## src/rtl/alu_sched.sv

```systemverilog
// ---------------------------------------------------------------------------
// alu_sched
//
// Shares one external 8-bit combinational ALU between two requesters
// (port 0 and port 1). A round-robin arbiter picks one valid request while
// idle. The scheduler registers the winner's opcode and operands onto the ALU
// bus, gives the ALU one cycle to settle, and then captures the result into
// that port's response slot. The slot is held until the port consumes it.
//
// Sequence per operation: IDLE (accept) -> EXEC (ALU settles, capture at end)
// -> RESP (hold until rspN_ready) -> IDLE. At most one operation is in flight,
// so peak throughput is one operation every three clocks.
//
// Configuration macro:
//   ALU_SCHED_FIXED_PRIO_EN  defined   : port 0 always wins a tie. Port 1 can
//                                        starve and no grant history is kept.
//                            undefined : round-robin. When both ports request,
//                                        the port that did not win last time
//                                        is granted. Port 0 wins the first tie
//                                        after reset.
//
// Ports:
//   clk, rst            clock (rising edge), asynchronous active-high reset
//   reqN_valid/ready    N=0,1 request handshake. ready is combinational and is
//                       only ever high in IDLE, for the arbitration winner.
//   reqN_op/a/b         N=0,1 opcode and operands, sampled on accept
//   rspN_valid/ready    N=0,1 response handshake
//   rspN_ans/zero       N=0,1 captured result. Holds its value after the
//                       response is consumed.
//   alu_op/a/b          registered ALU inputs. An illegal opcode is sent as 000.
//   alu_ans/zero        combinational ALU outputs
// ---------------------------------------------------------------------------
module alu_sched #(
  parameter int                DATA_W = 8,
  parameter int                OP_W   = 3,
  parameter logic [OP_W-1:0]   OP_ILL = 3'b101
) (
  input  logic              clk,
  input  logic              rst,

  input  logic              req0_valid,
  output logic              req0_ready,
  input  logic [OP_W-1:0]   req0_op,
  input  logic [DATA_W-1:0] req0_a,
  input  logic [DATA_W-1:0] req0_b,

  input  logic              req1_valid,
  output logic              req1_ready,
  input  logic [OP_W-1:0]   req1_op,
  input  logic [DATA_W-1:0] req1_a,
  input  logic [DATA_W-1:0] req1_b,

  output logic              rsp0_valid,
  input  logic              rsp0_ready,
  output logic [DATA_W-1:0] rsp0_ans,
  output logic              rsp0_zero,

  output logic              rsp1_valid,
  input  logic              rsp1_ready,
  output logic [DATA_W-1:0] rsp1_ans,
  output logic              rsp1_zero,

  output logic [OP_W-1:0]   alu_op,
  output logic [DATA_W-1:0] alu_a,
  output logic [DATA_W-1:0] alu_b,
  input  logic [DATA_W-1:0] alu_ans,
  input  logic              alu_zero
);

  typedef enum logic [1:0] {
    IDLE = 2'd0,
    EXEC = 2'd1,
    RESP = 2'd2
  } state_e;

  state_e              state_q,      state_d;
  logic                gnt_q,        gnt_d;       // port owning the in-flight op
  logic                ill_q,        ill_d;       // in-flight op had the illegal opcode
  logic [OP_W-1:0]     alu_op_q,     alu_op_d;
  logic [DATA_W-1:0]   alu_a_q,      alu_a_d;
  logic [DATA_W-1:0]   alu_b_q,      alu_b_d;
  logic                rsp0_valid_q, rsp0_valid_d;
  logic [DATA_W-1:0]   rsp0_ans_q,   rsp0_ans_d;
  logic                rsp0_zero_q,  rsp0_zero_d;
  logic                rsp1_valid_q, rsp1_valid_d;
  logic [DATA_W-1:0]   rsp1_ans_q,   rsp1_ans_d;
  logic                rsp1_zero_q,  rsp1_zero_d;
`ifndef ALU_SCHED_FIXED_PRIO_EN
  logic                last_grant_q, last_grant_d;
`endif

  logic                idle;
  logic                grant1;      // arbitration result: 1 -> port 1 wins
  logic                accept;
  logic [OP_W-1:0]     sel_op;
  logic [DATA_W-1:0]   sel_a;
  logic [DATA_W-1:0]   sel_b;
  logic                sel_ill;
  logic [DATA_W:0]     cap;         // {zero, ans} to be captured at end of EXEC

  // The result slot receives {zero, ans}. An illegal op never reaches the
  // ALU, so whatever the ALU shows for the substituted 000 is discarded.
  function automatic logic [DATA_W:0] capture_result(
    input logic              ill,
    input logic [DATA_W-1:0] ans,
    input logic              zero
  );
    if (ill) begin
      return {1'b1, {DATA_W{1'b0}}};
    end
    return {zero, ans};
  endfunction

  // --- arbitration (combinational, only meaningful in IDLE) ---
  assign idle = (state_q == IDLE);

`ifdef ALU_SCHED_FIXED_PRIO_EN
  assign grant1 = req1_valid & ~req0_valid;
`else
  // last_grant_q == 0 means port 0 won last time, so port 1 takes the tie.
  assign grant1 = req1_valid & (~req0_valid | ~last_grant_q);
`endif

  assign req0_ready = idle & req0_valid & ~grant1;
  assign req1_ready = idle & grant1;
  assign accept     = idle & (req0_valid | req1_valid);

  assign sel_op  = grant1 ? req1_op : req0_op;
  assign sel_a   = grant1 ? req1_a  : req0_a;
  assign sel_b   = grant1 ? req1_b  : req0_b;
  assign sel_ill = (sel_op == OP_ILL);

  assign cap = capture_result(ill_q, alu_ans, alu_zero);

  // --- next-state logic ---
  always_comb begin
    state_d      = state_q;
    gnt_d        = gnt_q;
    ill_d        = ill_q;
    alu_op_d     = alu_op_q;
    alu_a_d      = alu_a_q;
    alu_b_d      = alu_b_q;
    rsp0_valid_d = rsp0_valid_q;
    rsp0_ans_d   = rsp0_ans_q;
    rsp0_zero_d  = rsp0_zero_q;
    rsp1_valid_d = rsp1_valid_q;
    rsp1_ans_d   = rsp1_ans_q;
    rsp1_zero_d  = rsp1_zero_q;
`ifndef ALU_SCHED_FIXED_PRIO_EN
    last_grant_d = last_grant_q;
`endif

    unique case (state_q)
      // IDLE: accept the arbitration winner and drive the ALU bus.
      IDLE: begin
        if (accept) begin
          gnt_d    = grant1;
          ill_d    = sel_ill;
          alu_op_d = sel_ill ? '0 : sel_op;
          alu_a_d  = sel_a;
          alu_b_d  = sel_b;
`ifndef ALU_SCHED_FIXED_PRIO_EN
          last_grant_d = grant1;
`endif
          state_d  = EXEC;
        end
      end

      // EXEC: the ALU has settled on the registered inputs; capture its result.
      EXEC: begin
        if (gnt_q) begin
          rsp1_valid_d = 1'b1;
          rsp1_ans_d   = cap[DATA_W-1:0];
          rsp1_zero_d  = cap[DATA_W];
        end else begin
          rsp0_valid_d = 1'b1;
          rsp0_ans_d   = cap[DATA_W-1:0];
          rsp0_zero_d  = cap[DATA_W];
        end
        state_d = RESP;
      end

      // RESP: hold the response until the owning port takes it.
      RESP: begin
        if (gnt_q) begin
          if (rsp1_ready) begin
            rsp1_valid_d = 1'b0;
            state_d      = IDLE;
          end
        end else begin
          if (rsp0_ready) begin
            rsp0_valid_d = 1'b0;
            state_d      = IDLE;
          end
        end
      end

      default: begin
        state_d = IDLE;
      end
    endcase
  end

  // --- state registers ---
  always_ff @(posedge clk or posedge rst) begin
    if (rst) begin
      state_q      <= IDLE;
      gnt_q        <= 1'b0;
      ill_q        <= 1'b0;
      alu_op_q     <= '0;
      alu_a_q      <= '0;
      alu_b_q      <= '0;
      rsp0_valid_q <= 1'b0;
      rsp0_ans_q   <= '0;
      rsp0_zero_q  <= 1'b0;
      rsp1_valid_q <= 1'b0;
      rsp1_ans_q   <= '0;
      rsp1_zero_q  <= 1'b0;
`ifndef ALU_SCHED_FIXED_PRIO_EN
      last_grant_q <= 1'b1;
`endif
    end else begin
      state_q      <= state_d;
      gnt_q        <= gnt_d;
      ill_q        <= ill_d;
      alu_op_q     <= alu_op_d;
      alu_a_q      <= alu_a_d;
      alu_b_q      <= alu_b_d;
      rsp0_valid_q <= rsp0_valid_d;
      rsp0_ans_q   <= rsp0_ans_d;
      rsp0_zero_q  <= rsp0_zero_d;
      rsp1_valid_q <= rsp1_valid_d;
      rsp1_ans_q   <= rsp1_ans_d;
      rsp1_zero_q  <= rsp1_zero_d;
`ifndef ALU_SCHED_FIXED_PRIO_EN
      last_grant_q <= last_grant_d;
`endif
    end
  end

  assign alu_op     = alu_op_q;
  assign alu_a      = alu_a_q;
  assign alu_b      = alu_b_q;
  assign rsp0_valid = rsp0_valid_q;
  assign rsp0_ans   = rsp0_ans_q;
  assign rsp0_zero  = rsp0_zero_q;
  assign rsp1_valid = rsp1_valid_q;
  assign rsp1_ans   = rsp1_ans_q;
  assign rsp1_zero  = rsp1_zero_q;

endmodule

```

## config.mk

```make
export PLATFORM = sky130hd
export DESIGN_NAME = alu_sched
export DESIGN_NICKNAME = d
export VERILOG_FILES = /design/src/rtl/alu_sched.sv
export SDC_FILE = /design/constraint.sdc
export NUM_CORES = 1
export LEC_CHECK = 0
export ABC_CLOCK_PERIOD_IN_PS = 3300
export BUFFER_PORTS_ARGS = -buffer_cell sky130_fd_sc_hd__buf_2
export CAP_MARGIN = 30
export CORE_ASPECT_RATIO = 0.5
export CORE_MARGIN = 2
export CORE_UTILIZATION = 50
export CTS_BUF_LIST = sky130_fd_sc_hd__clkbuf_8 sky130_fd_sc_hd__clkbuf_16
export DETAILED_ROUTE_END_ITERATION = 8
export MAX_ROUTING_LAYER = met4
export PLACE_DENSITY = 0.84
export SLEW_MARGIN = 20
export SYNTH_ARGS = -nofsm -noshare
export SYNTH_HDL_FRONTEND = slang
export SYNTH_SLANG_ARGS = --single-unit
```

## constraint.sdc

```tcl
create_clock -name clk -period 3.3 [get_ports clk]
set_input_delay 0 -clock clk [delete_from_list [all_inputs] [get_ports clk]]
set_output_delay 0 -clock clk [all_outputs]
set_load 0.05 [all_outputs]
```

======== Word-level counts from Yosys, hierarchy flattened ========
Index checks and enable logic that the tools add are counted.
storage, ports and cells
  bits in registers ....................... 44
  latch bits .............................. 0
  RAM bits ................................ 0
  bits in read-only memories .............. 0
  word-level logic and storage cells ...... 64
  memories ................................ 0
cells by class
  add/sub/neg operators ................... 0
  $mul .................................... 0
  divide/modulo/power cells ............... 0
  order comparisons ....................... 0
  equal/unequal tests ..................... 12
  shift operators ......................... 0
  muxes and demuxes ....................... 20
  bitwise operators ....................... 11
  reductions and logical operators ........ 8
operators by type and width
  kind                                                 number
  2-to-1 mux 9 bit                                     2
  2-to-1 mux 8 bit                                     2
  != test 2 bit, second input constant                 6
  2-to-1 mux 2 bit                                     4
  AND reduction 4 bit                                  2
  2-to-1 mux 1 bit                                     7
  2-to-1 mux 3 bit                                     2
  != test 3 bit, second input constant                 2
  one-hot mux 2 bit (3 select lines)                   1
  AND reduction 2 bit                                  3
  bitwise AND 1 bit                                    5
  inverter 1 bit                                       4
  one-hot mux 1 bit (2 select lines)                   2
  equality test 3 bit, second input constant           1
  AND reduction 3 bit                                  1
  equality test 2 x 1 -> 1 bit, second input constant  1
  equality test 2 bit, second input constant           1
  logical NOT 2 bit                                    1
  != test 2 x 1 -> 1 bit, second input constant        1
  OR 1 bit                                             2
  nonzero test 2 bit                                   1

======== Logic depth before layout (Yosys ltp) ========
Gate-level depths: netlist of run 1.
  depth in word-level cells ............... 6
  mapped depth ............................ 6

======== Worst setup path after synthesis of run 1 ========
No wires, ideal clock.
  kind .................................... register -> register
  from .................................... register last_grant_q
  to ...................................... register alu_a_q[3] (netlist: alu_a[3])
  library setup time ...................... 0.125 ns
  data arrival time ....................... 1.418 ns
  required time ........................... 3.175 ns
  setup slack ............................. 1.757 ns
  cell stages (with the launch flop) ...... 5
  path buffers ............................ 1
  period minus slack after synthesis ...... 1.543 ns
  path through ............................ dfstp_2 > a21boi_2 > buf_4 > mux2_2 > mux2_4
between the ends
  word-level cells in the longest chain between the ends .. 4
ends and longest elaborated chain
  what                      line  RTL
  start: declaration        89    logic last_grant_q, last_grant_d;
  start signal: assignment  236   last_grant_q <= last_grant_d;
  inverter 1 bit            121   assign grant1 = req1_valid & (~req0_valid | ~last_grant_q);
  OR 1 bit                  121
  bitwise AND 1 bit         121
  2-to-1 mux 8 bit          129   assign sel_a = grant1 ? req1_a : req0_a;
  end signal: assignment    227   alu_a_q <= alu_a_d;
  end: declaration          80    logic [DATA_W-1:0] alu_a_q, alu_a_d;
No other way between the ends.
A chain may end at the register's enable or synchronous reset.

======== Final worst setup path of run 1 ========
  from .................................... input port req0_valid
  to ...................................... register alu_b_q[2] (netlist: alu_b[2])
between the ends
  word-level cells in the longest chain between the ends .. 4
  elaborated cells on any way between the ends .. 7
  those cells by class .................... mux (1); bitwise (5); reduce/logical (1)
ends and longest elaborated chain
  what                    line  RTL
  start: declaration      41    input logic req0_valid,
  inverter 1 bit          121
  OR 1 bit                121
  bitwise AND 1 bit       121
  2-to-1 mux 8 bit        130   assign sel_b = grant1 ? req1_b : req0_b;
  end signal: assignment  228   alu_b_q <= alu_b_d;
  end: declaration        81    logic [DATA_W-1:0] alu_b_q, alu_b_d;
Several ways; a longest one is shown, not always the timed one.

==> out/metrics.yaml, run 1 <==
status: "finished with violations"
violations: "negative hold slack"
timing.final.ws_setup_ns: 1.45
grt_pass1_vias: 1651
ys_ff_latch: 44
critPathBufInv: 3
period_share_pct: 56.2
maxCapViolations: 0
worst_slew_pin_slew_ns: 0.619
ys_seq_area_share_pct: 52.8
cts_setup_buffers: 0
ir_drop_mv: 0.528
first_pass_iters: 4
syn_inst: 174
critPathKind: "input pin to flip-flop"
nets: 330
start_kind: "input pin"
gp_congestion: 0.769
placed_area_mm2: 0.00255
dp_hpwl_mm: 3.16
final_area_mm2: 0.00277
die_area_mm2: 0.00474
n_antenna_cell: 0
die_height_um: 49.7
p_total_mw: 3.04
rsz0062_at_grt: "no"
drtIter0Drc: 29
critPathArrivalTime_ns: 2.03
fin_setup_tns_ns: 0
grt_pass1_wl_mm: 7.30
row_count: 16
vias: 1675
drive_gt1_share_pct: 51.4
maxSlewViolCount: 0
final_util_pct: 70.3
grt.total_usage_pct: 20.6
drc: 0
cts-root-buf: "clkbuf_8"
crit_path_max_incr_delay_ns: 0.53
wl_per_cell_um: 13.4
h-tree-depth: 2
synth_most_common_cell: "dfrtp_1"
synth_fp_nets: 227
required_ns: 3.48
synth_common_cells: "dfrtp_1 (43), nand2_1 (20), mux2_2 (19)"
dpl_worst_slack_ns: 1.41
yosys_warnings: 0
synth_ff_type: "dfrtp_1"
cts_buffer_depth: 2
portBuffers: 93
synth.area.top_cells: "dfrtp_1 (52%), mux2_4 (11%), mux2_2 (10%)"
fin_skew_ns: 0.00648
core_mm2: 0.00394
routed_wl_mm: 4.45
end_kind: "flip-flop"
start_util_pct: 52.9
clk_pin_slew_ns: 0.08
max-slew-margin-rel_pct: 58.5
die_w_um: 95.4
synth-async-reset-ratio_pct: 100
finalSetupViolCount: 0
final.min_clock_period_ns: 1.85
cts-resized-gates: 0
cts_tree: "built"
yosysUniqueCellTypes: 29
syn_area_per_cell_um2: 12.0
fmax_mhz: 539
ant_nets: 0
numCtsBuffers: 5
synth_edf_count: 0
io_pins: 94
place_inst: 312
holdWs_ns: -0.00450
path_cells: "dlygate4sd3_1 -> buf_2 -> a21boi_2 -> buf_6 -> mux2_2 -> mux2_4"
netlist_area_mm2: 0.00209
cts_sinks: 44
p_per_area_mw_per_mm2: 1100
stdcell_count: 332
grt_max_degree: 45
hp-class: "input pin to flip-flop"
synth_top_cell_area_share_pct: 51.6
yosys.area.top_type: "dfrtp_1"
vias_per_cell: 5.05
cp_max_fo: 14
cp_top_family: "buffers and inverters"
slowest_stage: "dlygate4sd3_1"
grt.overflow.total: 0
p_leak_nw: 1.39
antenna_found_initial: 0
clk_latency_ns: 0.29
synthToLayoutAreaGrowth_pct: 32.9
hold_violations: 2
path summary, 6_finish.rpt:
path	startpoint	to	slack (ns)	cells after the start
max in group asynchronous	rst	last_grant_q	2.52	4
min in group asynchronous	rst	rsp1_ans[4]	0.23	3
hold reg to reg	rsp1_ans[6]	rsp1_ans[6]	0.48	2
setup / recovery	req0_valid	alu_b[2]	1.45	6
setup reg to reg	last_grant_q	alu_b[2]	1.45	4
hold / removal	alu_ans[1]	rsp0_ans[1]	-0.005	3
layout by cell type (no fill, tap or decap):
cell type      synthesis  routed
mux2_4                15      15
a21boi_2               1       1
dfstp_2                1       1
o21ai_1                3       3
buf_6                  2       1
o21ai_0               18      18
and2_1                 1       1
inv_2                  0       1
clkinv_2               0       2
nand2_1               20      20
buf_12                 1       1
nand3_1                2       2
dfrtp_1               43      43
nand4b_1               1       1
mux2_2                19      19
and2_4                 1       1
buf_2                  1      93
nand4_1                1       1
dlygate4sd3_1          0      11
o21bai_1               1       1
nor2_4                 1       1
inv_1                  3       2
or3b_1                 2       2
or2_4                  1       1
clkbuf_8               0       6
a31oi_1                4       4
nor2_1                 2       2
nand2b_1              13      13
a21oi_1                8       8
nand3b_1               3       3
timing repair:
action,CTS,global route
endpoints found under the setup margin,0,0
endpoints found under the hold margin,56,0
hold buffers,11,0
sequential cells by signal, summed over array words and instances, names as in the netlist:
register	cells
gnt_q	1
last_grant_q	1
alu_op	3
rsp1_valid	1
rsp1_zero	1
rsp0_ans	8
alu_a	8
state_q	2
rsp0_valid	1
rsp0_zero	1
rsp1_ans	8
ill_q	1
alu_b	8
metal layers:
metal	global-route usage, %	vias to the layer above	part of all wire [%]
met5	-	-	0
met4	7.00	0	1.3
met3	4.74	6	4.4
met2	37.4	45	51
met1	22.2	816	43
li1	-	808	-
report_power, final:
group	internal [mW]	total, mW	switching (mW)
logic	0.549	1.74	1.19
registers	0.796	0.966	0.171
clock network	0.167	0.340	0.173
total	1.51	3.04	1.53
logic make-up (layout without fill, tap and decap cells):
family | after synthesis | count (layout) | share of synthesized area (%)
AOI/OAI and AO/OA | 35 | 35 | 9.05
buffers and inverters | 13 | 117 | 4.44
DFF | 44 | 44 | 52.8
muxes | 34 | 34 | 21.0
and+or+nand+nor | 48 | 48 | 12.7
worst min-delay path, stage by stage:
cell and delay (ns):
buf_2 0.10, nand2b_1 0.07, o21ai_0 0.08
layout make-up:
cell class | count | area, µm²
clock inverters | 2 | 10.0
repair buffers | 106 | 607
inverters | 3 | 11.3
well taps | 54 | 67.6
fillers | 304 | 1170
flip-flops and latches | 44 | 1100
multi-input cells | 117 | 892
clock buffers | 6 | 82.6
No activity file was read; power rests on OpenSTA's default activity.
==> run 2: changes to the inputs <==
- ABC_CLOCK_PERIOD_IN_PS: 3300 -> 1500
- CORE_UTILIZATION: 50 -> 42
- PLACE_DENSITY: 0.84 -> 0.75
- clock period: 3.3 -> 1.5 ns (I/O delays scaled with it)
==> run 2 against run 1 <==
Compared with the run above:
- the run ends with negative setup slack left
- sequential power up 120%
- via count grew 1.2%
- routed wire length rose by 8.7%
- register-to-register slack worse by 1.4 ns
- sequential share of layout area fell by 2.4 points
- total power up 140%
- combinational power up 130%
- cell count up 7.8%
- critical endpoint is now alu_a[2]
- largest cell class unchanged
==> out/metrics.yaml, run 2 (synthesized netlist as in run 1, its figures left out) <==
startpoint: "req0_valid"
worstSetupEndpoint: "alu_a[2]"
die_height_um: 53.8  # +8.4%
dpl_worst_slack_ns: -0.215  # -1.62 ns
start_util_pct: 42.9  # -10 points
maxSlewViolCount: 0  # unchanged
clk_pin_slew_ns: 0.09  # about the same
critPathKind: "input pin to flip-flop"
numCtsBuffers: 5  # unchanged
holdPathStages: 4  # +1
drc: 0  # unchanged
n_antenna_cell: 0  # unchanged
grt_pass1_vias: 1604  # -2.8%
io_pins: 94  # unchanged
grt.overflow.total: 0  # unchanged
start_kind: "input pin"
timing.final.ws_setup_ns: -0.00411  # -1.45 ns
rsz0062_at_grt: "yes"
reg2reg_depth: 3  # -1
grt_max_degree: 45  # unchanged
max-slew-margin-rel_pct: 75.7  # +17 points
finalSetupViolCount: 2  # +2
clk_latency_ns: 0.30  # about the same
synthToLayoutAreaGrowth_pct: 41.6
period_share_pct: 100
hp-class: "input pin to flip-flop"
vias: 1695  # +1.2%
register_area_mm2: 0.00110  # +0.11%
violations: "negative setup slack"
first_pass_iters: 4  # unchanged
ir_drop_mv: 1.13  # +110%
die_area_mm2: 0.00558  # +18%
drtIter0Drc: 70  # +140%
place_inst: 334  # +7.1%
cts_tree: "built"
rrSetupSlack_ns: -0.004  # -1.45 ns
grt_pass1_wl_mm: 7.38  # +1.0%
core_mm2: 0.00486  # +23%
vias_per_cell: 4.73  # -6.2%
ant_nets: 0  # unchanged
worst_slew_pin_slew_ns: 0.364  # -0.255 ns
grt.total_usage_pct: 17.5  # -3.1 points
stdcell_count: 358  # +7.8%
timing.rr.start: "last_grant_q"
final_common_cell: "buf_2"
layout_common_cells: "buf_2 (91), dfrtp_1 (42), nand2_1 (20)"
critPathArrivalTime_ns: 1.68  # -0.35 ns
die_w_um: 104  # +8.7%
cts-root-buf: "clkbuf_8"
maxCapViolations: 0  # unchanged
routed_wl_mm: 4.84  # +8.7%
end_kind: "flip-flop"
nFillCells: 414  # +36%
p_leak_nw: 1.47  # +5.5%
cts_sinks: 44  # unchanged
dp_hpwl_mm: 3.29  # +4.2%
portBuffers: 93  # unchanged
gp_congestion: 0.755  # -1.8%
hold_violations: 0  # -2
r2r_end: "alu_a[2]"
drive_gt1_share_pct: 53.5  # +2.0 points
row_count: 18  # +2
wl_per_cell_um: 13.5  # +0.78%
cts_buffer_depth: 2  # unchanged
fin_skew_ns: 0.00935  # +0.00288 ns
h-tree-depth: 2  # unchanged
cp_max_fo: 10  # -4
required_ns: 1.68  # -1.80 ns
status: "finished with violations"
multi_input_area_um2: 921  # +3.2%
antenna_found_initial: 0  # unchanged
nets: 340  # +3.0%
final.min_clock_period_ns: 1.50
p_per_area_mw_per_mm2: 2420  # +120%
fmax_mhz: 665
p_total_mw: 7.16  # +140%
[run 2: cell count changes in the layout (fill, tap and decap cells not counted), sizes merged]
cell	delta
buf	+8
a21boi	+1
bufinv	+1
clkinv	-1
dlygate4sd3	+1
[run 2: where the power goes]
| part | total (mW) | leakage (nW) | internal, mW | switching [mW] |
|---|---|---|---|---|
| Clock | 0.960 | 0.0614 | 0.545 | 0.415 |
| Sequential | 2.14 | 0.536 | 1.75 | 0.388 |
| Combinational | 4.05 | 0.870 | 1.38 | 2.68 |
[run 2: timing repair]
| item | 4_1_cts | 5_1_grt |
|---|---|---|
| hold buffers | 12 | 0 |
| setup endpoints to repair | 22 | 21 |
| resized for setup | 1 | 8 |
| cloned | 1 | 0 |
| setup buffers | 3 | 0 |
| pin swaps | 1 | 0 |
| hold endpoints to repair | 61 | 0 |
[run 2: worst min path at each step]
stage / from / end / slack [ns]
3_5_place_dp: rst / alu_a[4] / 0.05
6_report: rsp1_ready / state_q[1] / 0.02
3_3_place_gp: rst / alu_a[5] / 0.05
4_1_cts: req1_valid / last_grant_q / 0.005
5_1_grt: req0_op[2] / alu_op[2] / 0.01
2_1_floorplan: req0_valid / last_grant_q / 0.07
[run 2: metal layers]
metal	global-route usage (%)	wire length, µm
met1	20.2	2040
met2	31.8	2530
met3	3.75	188
met4	6.08	87
met5	-	0
[run 2: layout make-up]
cell class                      count  share of cell area [%]
Clock buffer                        6                    2.79
Inverter                            3                   0.381
Clock inverter                      2                    1.31
Sequential cell                    44                    37.3
Multi-Input combinational cell    118                    31.2
Tap cell                           70                    2.96
Timing Repair Buffer              115                    24.0
[run 2: per-stage QoR]
step | cell area (µm²) | hold slack [ns] | TNS, ns | util (%)
4_1_cts | 2940 | 0.00470 | 0 | 60.4
5_1_grt | 2960 | 0.00985 | -0.306 | 60.8
2_1_floorplan | 2090 | 0.0700 | 0 | -
3_3_place_gp | 2640 | 0.0453 | -2.70 | 54.3
6_report | 2960 | 0.0162 | -0.00542 | 60.8
3_5_place_dp | 2640 | 0.0514 | -3.59 | 54.3
[run 2: worst max-delay path, cell delays in order]
cell and delay [ns]:
dlygate4sd3_1 0.53, buf_2 0.18, a21boi_4 0.35, mux2_2 0.38, mux2_4 0.25
==> run 3: changes to the inputs <==
--- a/config.mk
+++ b/config.mk
@@ -6,4 +6,5 @@
 export NUM_CORES = 1
 export LEC_CHECK = 0
+export ABC_AREA = 1
 export ABC_CLOCK_PERIOD_IN_PS = 1500
 export BUFFER_PORTS_ARGS = -buffer_cell sky130_fd_sc_hd__buf_2
@@ -11,6 +12,7 @@
 export CORE_ASPECT_RATIO = 0.5
 export CORE_MARGIN = 2
-export CORE_UTILIZATION = 42
+export CORE_UTILIZATION = 41
 export CTS_BUF_LIST = sky130_fd_sc_hd__clkbuf_8 sky130_fd_sc_hd__clkbuf_16
+export CTS_CLUSTER_DIAMETER = 150
 export DETAILED_ROUTE_END_ITERATION = 8
 export MAX_ROUTING_LAYER = met4
==> constraint.sdc (replaced) <==
create_clock -name clk -period 1.5 [get_ports clk]
set_input_delay 0.225 -clock clk [delete_from_list [all_inputs] [get_ports clk]]
set_output_delay 0.225 -clock clk [all_outputs]
set_load 0.05 [all_outputs]
==> run 3 against run 2 <==
Compared with the run above:
- the run still ends with negative setup slack left
- largest cell class unchanged
- sequential power about the same
- cell count increased by 17%
- final area decreased by 6.8%
- critical endpoint is now req0_ready
==> out/metrics.yaml, run 3 <==
hp-class: "input pin to flip-flop"
cts_sinks: 44  # unchanged
pwr-share-seq_pct: 29.9  # about the same
synthXorXnorAreaFrac_pct: 0  # unchanged
ys_seq_area_share_pct: 55.5  # +2.7 points
synthMuxAreaShare_pct: 0  # -21 points
portBuffers: 93  # unchanged
die_height_um: 53.2  # -1.2%
synth-async-reset-ratio_pct: 100  # unchanged
synth_fp_nets: 299  # +32%
period_share_pct: 102  # +1.4 points
final_common_cell: "nand2_1"
grt.overflow.total: 0  # unchanged
dp_hpwl_mm: 3.70  # +12%
p_total_mw: 7.16  # about the same
place_inst: 404  # +21%
grt_pass1_vias: 1872  # +17%
violations: "negative setup slack"
rsz0062_at_grt: "yes"
comb_power_share_pct: 57.5  # +0.8 points
clkPwrFrac_pct: 12.6  # -0.8 points
hold_violations: 0  # unchanged
layout_common_cells: "nand2_1 (94), buf_2 (91), dfrtp_1 (41)"
reg2reg_depth: 9  # +6
h-tree-depth: 2  # unchanged
synth_top_family_by_area: "simple AND/OR/NAND/NOR gates"
syn_inst: 246  # +41%
rrSetupSlack_ns: 0.09  # +0.09 ns
nets: 404  # +19%
gp_congestion: 0.963  # +28%
drtIter0Drc: 75  # +7.1%
grt.total_usage_pct: 20.3  # +2.7 points
synth_ff_type: "dfrtp_1"
vias_per_cell: 4.75  # +0.30%
cts-root-buf: "clkbuf_8"
antenna_found_initial: 0  # unchanged
max-slew-margin-rel_pct: 72.3  # -3.4 points
synth_edf_count: 0  # unchanged
first_pass_iters: 4  # unchanged
timing.final.ws_setup_ns: -0.0250  # -0.0208 ns
netlist_area_mm2: 0.00199  # -4.8%
switching_share_pct: 54.1  # +5.5 points
io_pins: 94  # unchanged
maxCapViolations: 0  # unchanged
yosysUniqueCellTypes: 21  # -28%
final.min_clock_period_ns: 1.52  # +0.0208 ns
dpl_worst_slack_ns: 0.123  # +0.338 ns
wl_per_cell_um: 12.1  # -10%
yosys.area_share.simple_pct: 27.1  # +14 points
grt_pass1_wl_mm: 8.02  # +8.8%
grt_max_degree: 27  # -40%
p_per_area_mw_per_mm2: 2600  # +7.3%
synth-adder-area-share_pct: 0  # unchanged
p_sw_mw: 3.87  # +11%
finalSetupViolCount: 1  # -1
clk_latency_ns: 0.30  # about the same
synth-compound-area-share_pct: 11.1  # +2.1 points
holdPathStages: 3  # -1
r2r_end: "alu_op[2]"
stdcell_count: 418  # +17%
routed_wl_mm: 5.07  # +4.8%
p_int_mw: 3.28  # -11%
p_leak_nw: 1.54  # +4.7%
die_area_mm2: 0.00545  # -2.3%
vias: 1985  # +17%
fmax_mhz: 656  # -1.4%
drc: 0  # unchanged
ys_ff_latch: 44  # unchanged
worst_slew_pin_slew_ns: 0.415  # +0.0507 ns
timing.rr.start: "last_grant_q"
cp_max_fo: 4  # -6
critPathArrivalTime_ns: 1.30  # -0.38 ns
yosys.area.top_type: "dfrtp_1"
synth_most_common_cell: "nand2_1"
hp-start: "req1_a[7]"
synth.area.top_cells: "dfrtp_1 (54%), nand2_1 (18%), nor2_1 (4.9%)"
clk_pin_slew_ns: 0.08  # about the same
hold_end: "alu_a[7]"
core_mm2: 0.00453  # -6.9%
critPathKind: "flip-flop to output port"
synth_common_cells: "nand2_1 (95), dfrtp_1 (43), nor2_1 (26)"
die_w_um: 102  # -1.2%
start_kind: "flip-flop"
ir_drop_mv: 0.969  # -14%
ant_nets: 0  # unchanged
synth_top_cell_area_share_pct: 54.2  # +2.6 points
required_ns: 1.27  # -0.41 ns
start_util_pct: 43.9  # +0.95 points
row_count: 17  # -1
status: "finished with violations"
yosys_warnings: 0  # unchanged
n_antenna_cell: 0  # unchanged
syn_area_per_cell_um2: 8.08  # -33%
drive_gt1_share_pct: 38.1  # -15 points
maxSlewViolCount: 0  # unchanged
end_kind: "output port"
numCtsBuffers: 5  # unchanged
fin_skew_ns: 0.00900  # -0.000354 ns
synthToLayoutAreaGrowth_pct: 38.7
cts_tree: "built"
cts_buffer_depth: 2  # unchanged
run 3: logic make-up after synthesis:
family	Yosys count
flip-flops	44
buffers and inverters	27
AO/OA/AOI/OAI	41
AND/OR/NAND/NOR	134
run 3: what timing repair did:
| item | CTS | global route |
|---|---|---|
| gates resized for setup | 8 | 5 |
| pin swaps | 1 | 2 |
| endpoints found under the hold margin | 18 | 0 |
| setup buffers | 2 | 3 |
| hold buffers | 1 | 0 |
| endpoints found under the setup margin | 2 | 2 |
run 3: layer usage:
layer / track usage [%] / vias up / part of all wire, %
met5: - / - / 0
met4: 9.56 / 0 / 2.5
met3: 4.23 / 14 / 4.7
met2: 36.1 / 56 / 51
met1: 22.3 / 937 / 42
li1: - / 978 / -
run 3: power groups by stage:
stage | Combinational, mW | Sequential [mW] | Clock [mW]
after floorplan | 1.26 | 3.92 | 0
after global placement | 3.94 | 2.12 | 0
after detailed placement | 4.03 | 2.14 | 0
after CTS | 4.08 | 2.15 | 0.923
after global routing | 4.45 | 2.21 | 0.975
final | 4.11 | 2.14 | 0.900
run 3: area by class of cell:
cell class	count	area [µm²]
repair buffers	106	594
inverters	19	73.8
clock inverters	3	42.5
multi-input cells	175	788
clock buffers	5	68.8
well taps	66	82.6
fillers	401	1780
flip-flops and latches	44	1100
run 3: how the worst max path moves through the flow:
stage            startpoint    endpoint  slack, ns
2_1_floorplan  last_grant_q  req0_ready     -0.006
3_3_place_gp   last_grant_q  req0_ready       0.20
3_5_place_dp     state_q[0]    alu_b[0]       0.12
4_1_cts        last_grant_q  req0_ready      -0.05
5_1_grt        last_grant_q  req0_ready      -0.08
6_report       last_grant_q  req0_ready      -0.02
run 3: per-stage QoR:
stage               setup TNS, ns  instance area (µm²)  utilization, %  hold WS, ns
global route              -0.0771                 2760            60.8        0.178
global placement                0                 2550            56.3        0.239
CTS                       -0.0458                 2720            60.0        0.177
finish                    -0.0250                 2760            60.8        0.185
floorplan                -0.00589                 1990               -        0.395
detailed placement              0                 2550            56.3        0.244
run 3: worst max-delay path, cell delays in order, from the launching register on:
cell and delay, ns:
dfstp_2 0.56, nand2_4 0.07, nand2_4 0.09, inv_4 0.04, nor2_4 0.09, buf_8 0.15
